### src/rtl/id_hazard_scoreboard.sv
// id_hazard_scoreboard: issue-side scoreboard for the RV32 pipeline.
// Tracks a latency countdown per destination register (x1..x31) for producers
// that are not yet forwardable (loads, multi-cycle and variable-latency ops)
// and raises stall_id until every source operand of the ID instruction is safe.
// The all-ones countdown code marks a variable-latency producer, which stays
// pending until done_valid/done_rd retires it.
// Optional feature: define SB_PERF_EN to add the 32-bit stall_cycles counter.
module id_hazard_scoreboard #(
    parameter int CNT_W = 3
) (
    input  logic             clk,
    input  logic             reset,
    input  logic             issue_req,
    input  logic [4:0]       rs1_id,
    input  logic [4:0]       rs2_id,
    input  logic [4:0]       rd_id,
    input  logic             regWriteId,
    input  logic [CNT_W-1:0] lat_id,
    input  logic             flush,
    input  logic             hold,
    input  logic             done_valid,
    input  logic [4:0]       done_rd,
    output logic             stall_id,
    output logic             busy_var
`ifdef SB_PERF_EN
    ,
    output logic [31:0]      stall_cycles
`endif
);

    localparam logic [CNT_W-1:0] LAT_VAR = '1;

    logic [CNT_W-1:0] cnt_q [1:31];
    logic [CNT_W-1:0] cnt_d [1:31];
    logic [31:0]      pend;
    logic [31:0]      var_vec;
    logic             raw_haz;
    logic             waw_haz;
    logic             struct_haz;
    logic             issue_fire;
    logic             set_en;

    // Per-register pending / variable-latency flags; x0 is never pending.
    always_comb begin
        pend    = '0;
        var_vec = '0;
        for (int unsigned r = 1; r < 32; r++) begin
            pend[r]    = (cnt_q[r] != '0);
            var_vec[r] = (cnt_q[r] == LAT_VAR);
        end
    end

    assign busy_var   = |var_vec;
    assign raw_haz    = pend[rs1_id] || pend[rs2_id];
    assign waw_haz    = regWriteId && (lat_id != '0) && (rd_id != 5'd0) && pend[rd_id];
    assign struct_haz = (lat_id == LAT_VAR) && busy_var;

    // Stall depends only on registered state and ID-stage inputs, never on done_*.
    assign stall_id   = issue_req && !flush && (raw_haz || waw_haz || struct_haz);
    assign issue_fire = issue_req && !stall_id && !flush && !hold;
    assign set_en     = issue_fire && regWriteId && (rd_id != 5'd0) && (lat_id != '0);

    // Next count per entry; later assignments win: issue set > completion > decrement.
    always_comb begin
        for (int unsigned r = 1; r < 32; r++) begin
            cnt_d[r] = cnt_q[r];
            if (!hold && (cnt_q[r] != '0) && (cnt_q[r] != LAT_VAR)) begin
                cnt_d[r] = cnt_q[r] - 1'b1;
            end
            if (done_valid && (done_rd == 5'(r)) && (cnt_q[r] == LAT_VAR)) begin
                cnt_d[r] = '0;
            end
            if (set_en && (rd_id == 5'(r))) begin
                cnt_d[r] = lat_id;
            end
        end
    end

    // Countdown state register with synchronous reset.
    always_ff @(posedge clk) begin
        if (reset) begin
            for (int unsigned r = 1; r < 32; r++) begin
                cnt_q[r] <= '0;
            end
        end else begin
            cnt_q <= cnt_d;
        end
    end

`ifdef SB_PERF_EN
    logic [31:0] stall_cycles_q;

    // Count every cycle the ID stage is held by a hazard; wraps naturally.
    always_ff @(posedge clk) begin
        if (reset) begin
            stall_cycles_q <= '0;
        end else if (stall_id) begin
            stall_cycles_q <= stall_cycles_q + 32'd1;
        end
    end

    assign stall_cycles = stall_cycles_q;
`endif

endmodule

### config.mk
export PLATFORM = sky130hd
export DESIGN_NAME = id_hazard_scoreboard
export DESIGN_NICKNAME = d
export VERILOG_FILES = /design/src/rtl/id_hazard_scoreboard.sv
export SDC_FILE = /design/constraint.sdc
export NUM_CORES = 1
export LEC_CHECK = 0
export BUFFER_PORTS_ARGS = -buffer_cell sky130_fd_sc_hd__buf_4
export CAP_MARGIN = 0
export CORE_AREA = 2 2 144 217
export DETAILED_ROUTE_END_ITERATION = 8
export DIE_AREA = 0 0 146 219
export SETUP_SLACK_MARGIN = 0.02
export SYNTH_ARGS = -nofsm -noshare
export SYNTH_HDL_FRONTEND = slang
export SYNTH_SLANG_ARGS = --single-unit
### constraint.sdc
create_clock -name clk -period 6.4 [get_ports clk]
set_input_delay 0.64 -clock clk [delete_from_list [all_inputs] [get_ports clk]]
set_output_delay 0.64 -clock clk [all_outputs]
set_load 0.02 [all_outputs]
==> results by group, run 1 <==
Outcome
  – Result of the run: finished clean

Pwr
  – Worst VDD drop: 111 uV
  – Pleak: 3.65 nW
  – Final Power: 3.75 mW
  – Power Dens Cells: 409 nW/um^2

Synth
  – Seq/Total Area, Yosys: 22.4%
  – Combined area of all synthesized cells: 8320 sq um
  – Most used flip-flop cell after synthesis: sky130_fd_sc_hd__dfxtp_1
  – Cells after Synth: 1021
  – Synthesized area divided by synthesized cell count: 8.14 sq um
  – Share of flip-flops with an asynchronous set or reset after synthesis: 0%
  – Warnings from Yosys: 0
  – Total nets after synthesis: 1144
  – Library cell occupying the most area in the post-synthesis netlist: sky130_fd_sc_hd__dfxtp_1
  – Top cells by area in the synthesized netlist: sky130_fd_sc_hd__dfxtp_1 (22%), sky130_fd_sc_hd__ha_1 (14%), sky130_fd_sc_hd__mux2i_1 (5.9%)
  – Portion of synthesized cell area occupied by the leading cell type: 22.4%
  – Seq cells post-synth: 93
  – Number of synthesized flops with an enable pin: 0
  – Distinct cell type count of the synthesized netlist: 74

Timing
  – Setup Skew: 0.0103 ns
  – Final setup violation count: 0
  – Relative max-transition margin: 33.7%
  – TNS Setup: 0 ns
  – Slew at the pin closest to its max-slew limit: 0.987 ns
  – RSZ-0062 raised after global routing: no
  – Period utilisation layout: 61.1%
  – Max-slew violation count: 0
  – Hold Vio Cnt, Final: 0
  – Final period demand of the worst path: 3.91 ns
  – Highest attainable clock frequency: 256 MHz

Die
  – Starting density of the core: 27.7%
  – Die Ht: 219 um
  – X dimension of the die: 146 um
  – Die footprint: 32000 sq um
  – Number of rows created at floorplan: 78
  – Core outline area: 30100 sq um
  – I/O pin total: 32

Global route
  – Overall overflow remaining after global route: 0
  – Via count of the first global-routing pass: 8007
  – Global Route Usage Sum: 18.7%
  – Maximum number of pins on one net before global-route repair: 42
  – Global-route wire length before repair: 45900 um
  – Number of antenna violations at the first check in global routing: 1

Clock network
  – Clock tree from TritonCTS: yes
  – Post-CTS resize count: 0
  – Maximum clock insertion buffer count: 2
  – Setup repair bufs after CTS: 0
  – Cts hold-fix bufs: 0
  – H-tree level count: 3
  – Clock-pin transition on the worst setup and hold timing paths: 0.07 ns
  – TritonCTS buffer count: 9
  – TritonCTS sink count: 93
  – Clock insertion delay at the later pin of the skew report: 0.38 ns
  – Clk Tree Root Cell: sky130_fd_sc_hd__clkbuf_16

Setup path
  – Worst reg2reg setup slack: 2.63 ns
  – Reg2reg start: cnt_q[84]$_SDFFE_PP0P_
  – Critical Path Fanout Max: 4
  – Worst Reg2Reg Path Length in Cells: 10
  – Critical Path Start Type: register
  – Data arrival time at the worst-slack endpoint: 3.27 ns
  – Critical register-to-register path endpoint: cnt_q[79]$_SDFFE_PP0P_
  – End point of the critical path: stall_id
  – Required time worst endpoint: 5.76 ns
  – Beginning of the critical path: cnt_q[30]$_SDFFE_PP0P_
  – Endpoint kind of the worst setup timing path: output pin
  – Worst Setup Path Type: register to output pin

Route
  – Per-cell via count in the routed design: 5.62
  – Total number of vias: 8053
  – Total detailed-routing wirelength: 29700 um
  – Pre-antenna DRT Iters: 5
  – Number of nets still failing antenna checks after routing: 0
  – Detail-routed net length per standard cell: 20.8 um
  – DRC marker count from the first detailed-route iteration: 553
  – Post-detailed-route DRC marker count: 0

Placed design
  – Placed cell count: 1415
  – Placed Area: 8880 sq um
  – Placer congestion estimate: 0.977
  – PortBufs: 31
  – Detailed placer's ending HPWL: 22500 um

Cells and area
  – Register with the most flip-flops: cnt_q
  – Flip-flop count of the largest register, all copies and words added: 93
  – Summed area of non-filler cells in the final layout: 9170 sq um
  – Signed area change from the synthesized netlist to the final layout: 10.3%
  – Top flop regs: cnt_q (93)
  – Number of standard cells in the final layout excluding fillers: 1432
  – Share of post-route cells with drive strength above 1: 8.73%
  – Highest-count cells in the layout ignoring fill and taps: sky130_fd_sc_hd__nand2_1 (122), sky130_fd_sc_hd__ha_1 (93), sky130_fd_sc_hd__dfxtp_1 (93)
  – Total of fill cells in the finished design: 3250
  – Final Net Count: 1149
  – Commonest non-fill, non-tap cell in the layout: sky130_fd_sc_hd__nand2_1

Worst hold path
  – Type of the worst min-delay path: register to register

Flow run
  – Max Cap Violations: 0
## worst max-delay path, cell delays in order, from the launching register on
cell and delay [ns]:
sky130_fd_sc_hd__dfxtp_1 0.32, sky130_fd_sc_hd__inv_1 0.11, sky130_fd_sc_hd__ha_1 0.15, sky130_fd_sc_hd__nor2b_1 0.46, sky130_fd_sc_hd__mux4_2 0.34, sky130_fd_sc_hd__nor4b_1 0.06, sky130_fd_sc_hd__or4_1 0.53, sky130_fd_sc_hd__or4_4 0.45
sky130_fd_sc_hd__nor3_1 0.25, sky130_fd_sc_hd__nor2_1 0.07, sky130_fd_sc_hd__buf_4 0.16
## cell usage after synthesis (25+ instances only)
master	n
sky130_fd_sc_hd__inv_1	68
sky130_fd_sc_hd__ha_1	93
sky130_fd_sc_hd__nor2b_1	31
sky130_fd_sc_hd__o21ai_0	29
sky130_fd_sc_hd__nand2_1	122
sky130_fd_sc_hd__nand3_1	40
sky130_fd_sc_hd__a211oi_1	34
sky130_fd_sc_hd__nand2b_1	25
sky130_fd_sc_hd__clkbuf_1	25
sky130_fd_sc_hd__mux2i_1	49
sky130_fd_sc_hd__a21oi_1	34
sky130_fd_sc_hd__nor2_1	64
sky130_fd_sc_hd__dfxtp_1	93
sky130_fd_sc_hd__xnor2_1	30
## worst min-delay path by stage
stage | depth (start not counted) | slack (ns) | to | startpoint
after floorplan | 1 | 0.52 | cnt_q[38]$_SDFFE_PP0P_ | cnt_q[38]$_SDFFE_PP0P_
after global placement | 2 | 0.55 | cnt_q[66]$_SDFFE_PP0P_ | cnt_q[66]$_SDFFE_PP0P_
after detailed placement | 2 | 0.56 | cnt_q[45]$_SDFFE_PP0P_ | cnt_q[45]$_SDFFE_PP0P_
after CTS | 2 | 0.57 | cnt_q[45]$_SDFFE_PP0P_ | cnt_q[45]$_SDFFE_PP0P_
after global routing | 2 | 0.61 | cnt_q[45]$_SDFFE_PP0P_ | cnt_q[45]$_SDFFE_PP0P_
final | 2 | 0.58 | cnt_q[45]$_SDFFE_PP0P_ | cnt_q[45]$_SDFFE_PP0P_
## routing by layer
metal / GRT usage [%] / wire (um) / share of wire (%) / vias to the layer above
met4: 14.5 / 2450 / 8.2 / 0
met3: 3.89 / 1970 / 6.6 / 116
met5: 0 / 0 / 0 / -
met1: 19.6 / 10800 / 36 / 3855
met2: 32.8 / 14500 / 49 / 337
li1: - / - / - / 3745
## layout make-up
| type | count | area, sq um | area share [%] |
|---|---|---|---|
| Clock buffer | 14 | 274 | 2.99 |
| Antenna cell | 1 | 2.50 | 0.0273 |
| Timing Repair Buffer | 37 | 278 | 3.03 |
| Inverter | 68 | 255 | 2.78 |
| Multi-Input combinational cell | 817 | 5980 | 65.2 |
| Tap cell | 400 | 500 | 5.46 |
| Sequential cell | 93 | 1860 | 20.3 |
| Clock inverter | 2 | 16.3 | 0.177 |
## cell families (layout without fill, tap and decap cells)
group	count (synthesis)	count (layout)	share of synthesized area, %
mux	60	60	8.61
flops	93	93	22.4
fa+ha+maj	93	93	14.0
compound gates	237	237	20.9
other cells	0	1	0
simple gates	395	395	25.1
xor+xnor	32	32	3.37
buf+inv	111	121	5.67
## stage by stage
stage / hold WS, ns / worst slack (ns) / utilization [%]
floorplan: 0.517 / 3.36 / -
global route: 0.614 / 2.33 / 30.5
CTS: 0.574 / 2.45 / 30.5
detailed placement: 0.557 / 2.64 / 29.5
global placement: 0.553 / 2.68 / 29.5
finish: 0.576 / 2.49 / 30.5
## power breakdown
group	switching, mW	internal, mW	total, mW	leakage (nW)
combinational	1.21	0.896	2.11	2.74
clock	0.261	0.297	0.558	0.139
sequential	0.266	0.819	1.08	0.762
(Power assumes the default switching activity.)
==> run 2, diff against run 1 <==
- clock period: 6.4 -> 4.07 ns (I/O delays scaled with it)
==> results by group, run 2 (synthesized netlist as in run 1, its figures left out) <==
Route
  – Pre-antenna DRT Iters: 7 (+2)
  – Post-detailed-route DRC marker count: 0 (unchanged)
  – Detail-routed net length per standard cell: 21.0 um (+1.1%)
  – Total detailed-routing wirelength: 30100 um (+1.4%)
  – Total number of vias: 8150 (+1.2%)
  – DRC marker count from the first detailed-route iteration: 690 (+25%)
  – Per-cell via count in the routed design: 5.68 (+0.92%)
  – Number of nets still failing antenna checks after routing: 0 (unchanged)

Timing
  – Highest attainable clock frequency: 268 MHz
  – Hold Vio Cnt, Final: 0 (unchanged)
  – Relative max-transition margin: 27.3% (-6.3 points)
  – Final setup violation count: 0 (unchanged)
  – TNS Setup: 0 ns (unchanged)
  – Max-slew violation count: 0 (unchanged)
  – Period utilisation layout: 91.5%
  – Post-route worst setup slack: 0.345 ns (-2.14 ns)
  – RSZ-0062 raised after global routing: no
  – Slew at the pin closest to its max-slew limit: 1.08 ns (+0.0945 ns)
  – Hold Slack: 0.426 ns (-0.149 ns)
  – Setup Skew: 0.0152 ns (+0.00493 ns)
  – Final period demand of the worst path: 3.73 ns

Global route
  – Overall overflow remaining after global route: 0 (unchanged)
  – Global Route met3 Usage: 3.22% (-0.67 points)
  – Maximum number of pins on one net before global-route repair: 42 (unchanged)
  – Number of antenna violations at the first check in global routing: 1 (unchanged)
  – Most utilized layer in the global route result: met2
  – Global-route wire length before repair: 46200 um (+0.54%)
  – Via count of the first global-routing pass: 7943 (-0.80%)
  – Routing usage on met2: 33.0% (+0.19 points)
  – Met1 GRT Util: 20.3% (+0.76 points)
  – Global Route Usage Sum: 18.9% (+0.23 points)

Clock network
  – Clock tree from TritonCTS: yes
  – TritonCTS buffer count: 9 (unchanged)
  – TritonCTS sink count: 93 (unchanged)
  – Maximum clock insertion buffer count: 2 (unchanged)
  – Cts hold-fix bufs: 0 (unchanged)
  – Post-CTS resize count: 0 (unchanged)
  – H-tree level count: 3 (unchanged)
  – Clk Tree Root Cell: sky130_fd_sc_hd__clkbuf_16
  – Clock-pin transition on the worst setup and hold timing paths: 0.08 ns (about the same)
  – Setup repair bufs after CTS: 0 (unchanged)
  – Clock insertion delay at the later pin of the skew report: 0.38 ns (about the same)

Placed design
  – Placed Area: 8910 sq um (+0.42%)
  – Placer congestion estimate: 0.942 (-3.5%)
  – Detailed placer's ending HPWL: 22900 um (+1.8%)
  – PortBufs: 31 (unchanged)
  – Setup WS pre-CTS: 0.422 ns (-2.21 ns)

Die
  – Core outline area: 30100 sq um (unchanged)
  – Die Ht: 219 um (unchanged)
  – X dimension of the die: 146 um (unchanged)
  – Starting density of the core: 27.7% (unchanged)
  – I/O pin total: 32 (unchanged)
  – Number of rows created at floorplan: 78 (unchanged)
  – Die footprint: 32000 sq um (unchanged)

Setup path
  – Worst Setup Path Type: register to output pin
  – Endpoint kind of the worst setup timing path: output pin
  – Critical Path Start Type: register
  – Data arrival time at the worst-slack endpoint: 3.32 ns (+0.05 ns)
  – Critical Path Fanout Max: 4 (unchanged)
  – Required time worst endpoint: 3.66 ns (-2.10 ns)

Cells and area
  – Signed area change from the synthesized netlist to the final layout: 11.2%
  – Antenna cell count: 0 (-1)
  – Final Net Count: 1154 (+0.44%)
  – Share of post-route cells with drive strength above 1: 9.36% (+0.63 points)
  – Commonest non-fill, non-tap cell in the layout: sky130_fd_sc_hd__nand2_1
  – Flip-flop count of the largest register, all copies and words added: 93 (unchanged)
  – Top flop regs: cnt_q (93)
  – Register with the most flip-flops: cnt_q
  – Total of fill cells in the finished design: 3224 (-0.80%)
  – Summed area of non-filler cells in the final layout: 9250 sq um (+0.82%)
  – Highest-count cells in the layout ignoring fill and taps: sky130_fd_sc_hd__nand2_1 (122), sky130_fd_sc_hd__ha_1 (93), sky130_fd_sc_hd__dfxtp_1 (93)

Flow run
  – Max Cap Violations: 0 (unchanged)

Pwr
  – Final Power: 6.02 mW (+60%)
  – Worst VDD drop: 258 uV (+130%)
  – Power Dens Cells: 651 nW/um^2 (+59%)
  – Pleak: 3.69 nW (+1.2%)

Worst hold path
  – Type of the worst min-delay path: input pin to register

Outcome
  – Result of the run: finished clean
run 2: changes by cell type in the layout (fill, tap and decap cells not counted):
| cell | delta |
|---|---|
| sky130_fd_sc_hd__buf_4 | +5 |
| sky130_fd_sc_hd__clkbuf_8 | -3 |
| sky130_fd_sc_hd__inv_6 | +3 |
| sky130_fd_sc_hd__bufinv_16 | +2 |
| sky130_fd_sc_hd__clkbuf_1 | -2 |
| sky130_fd_sc_hd__clkinv_4 | -1 |
| sky130_fd_sc_hd__diode_2 | -1 |
| sky130_fd_sc_hd__inv_8 | +1 |
run 2: worst paths after layout:
check | cells past startpoint | slack (ns) | to | from
worst min-delay path | 3 | 0.43 | cnt_q[40]$_SDFFE_PP0P_ | lat_id[1]
worst max register to register | 10 | 0.51 | cnt_q[14]$_SDFFE_PP0P_ | cnt_q[87]$_SDFFE_PP0P_
worst max-delay path | 10 | 0.34 | stall_id | cnt_q[18]$_SDFFE_PP0P_
worst min register to register | 2 | 0.57 | cnt_q[45]$_SDFFE_PP0P_ | cnt_q[45]$_SDFFE_PP0P_
run 2: worst max-delay path, stage by stage (launching register included):
cell                        delay, ns
sky130_fd_sc_hd__dfxtp_1         0.32
sky130_fd_sc_hd__inv_1           0.11
sky130_fd_sc_hd__ha_1            0.16
sky130_fd_sc_hd__nor2b_1         0.48
sky130_fd_sc_hd__mux2_2          0.26
sky130_fd_sc_hd__a2111oi_0       0.11
sky130_fd_sc_hd__or3_1           0.35
sky130_fd_sc_hd__or4_1           0.54
sky130_fd_sc_hd__nor3_1          0.35
sky130_fd_sc_hd__nor2_1          0.09
sky130_fd_sc_hd__buf_4           0.17
run 2: final cells by class:
cell class / count / area (sq um) / share of cell area [%]
multi-input cells: 817 / 5980 / 64.7
flip-flops and latches: 93 / 1860 / 20.1
well taps: 400 / 500 / 5.41
repair buffers: 42 / 315 / 3.41
inverters: 68 / 255 / 2.76
clock buffers: 9 / 225 / 2.44
clock inverters: 7 / 105 / 1.14
run 2: per-stage QoR:
| step | instances | utilization, % |
|---|---|---|
| 6_report | 1436 | 30.8 |
| 5_1_grt | 1436 | 30.8 |
| 4_1_cts | 1436 | 30.8 |
| 3_5_place_dp | 1420 | 29.7 |
| 3_3_place_gp | 1420 | 29.7 |
| 2_1_floorplan | 1021 | - |
run 2: metal layers:
layer,routed length [um],part of all wire [%]
met1,10900,36
met2,14700,49
met3,1990,6.6
met4,2510,8.3
met5,17,0.056
run 2: report_power, final:
group          switching, mW  leakage, nW  internal, mW
Combinational           1.90         2.77          1.41
Sequential             0.431        0.762          1.29
Clock                  0.437        0.159         0.550
Total                   2.77         3.69          3.25
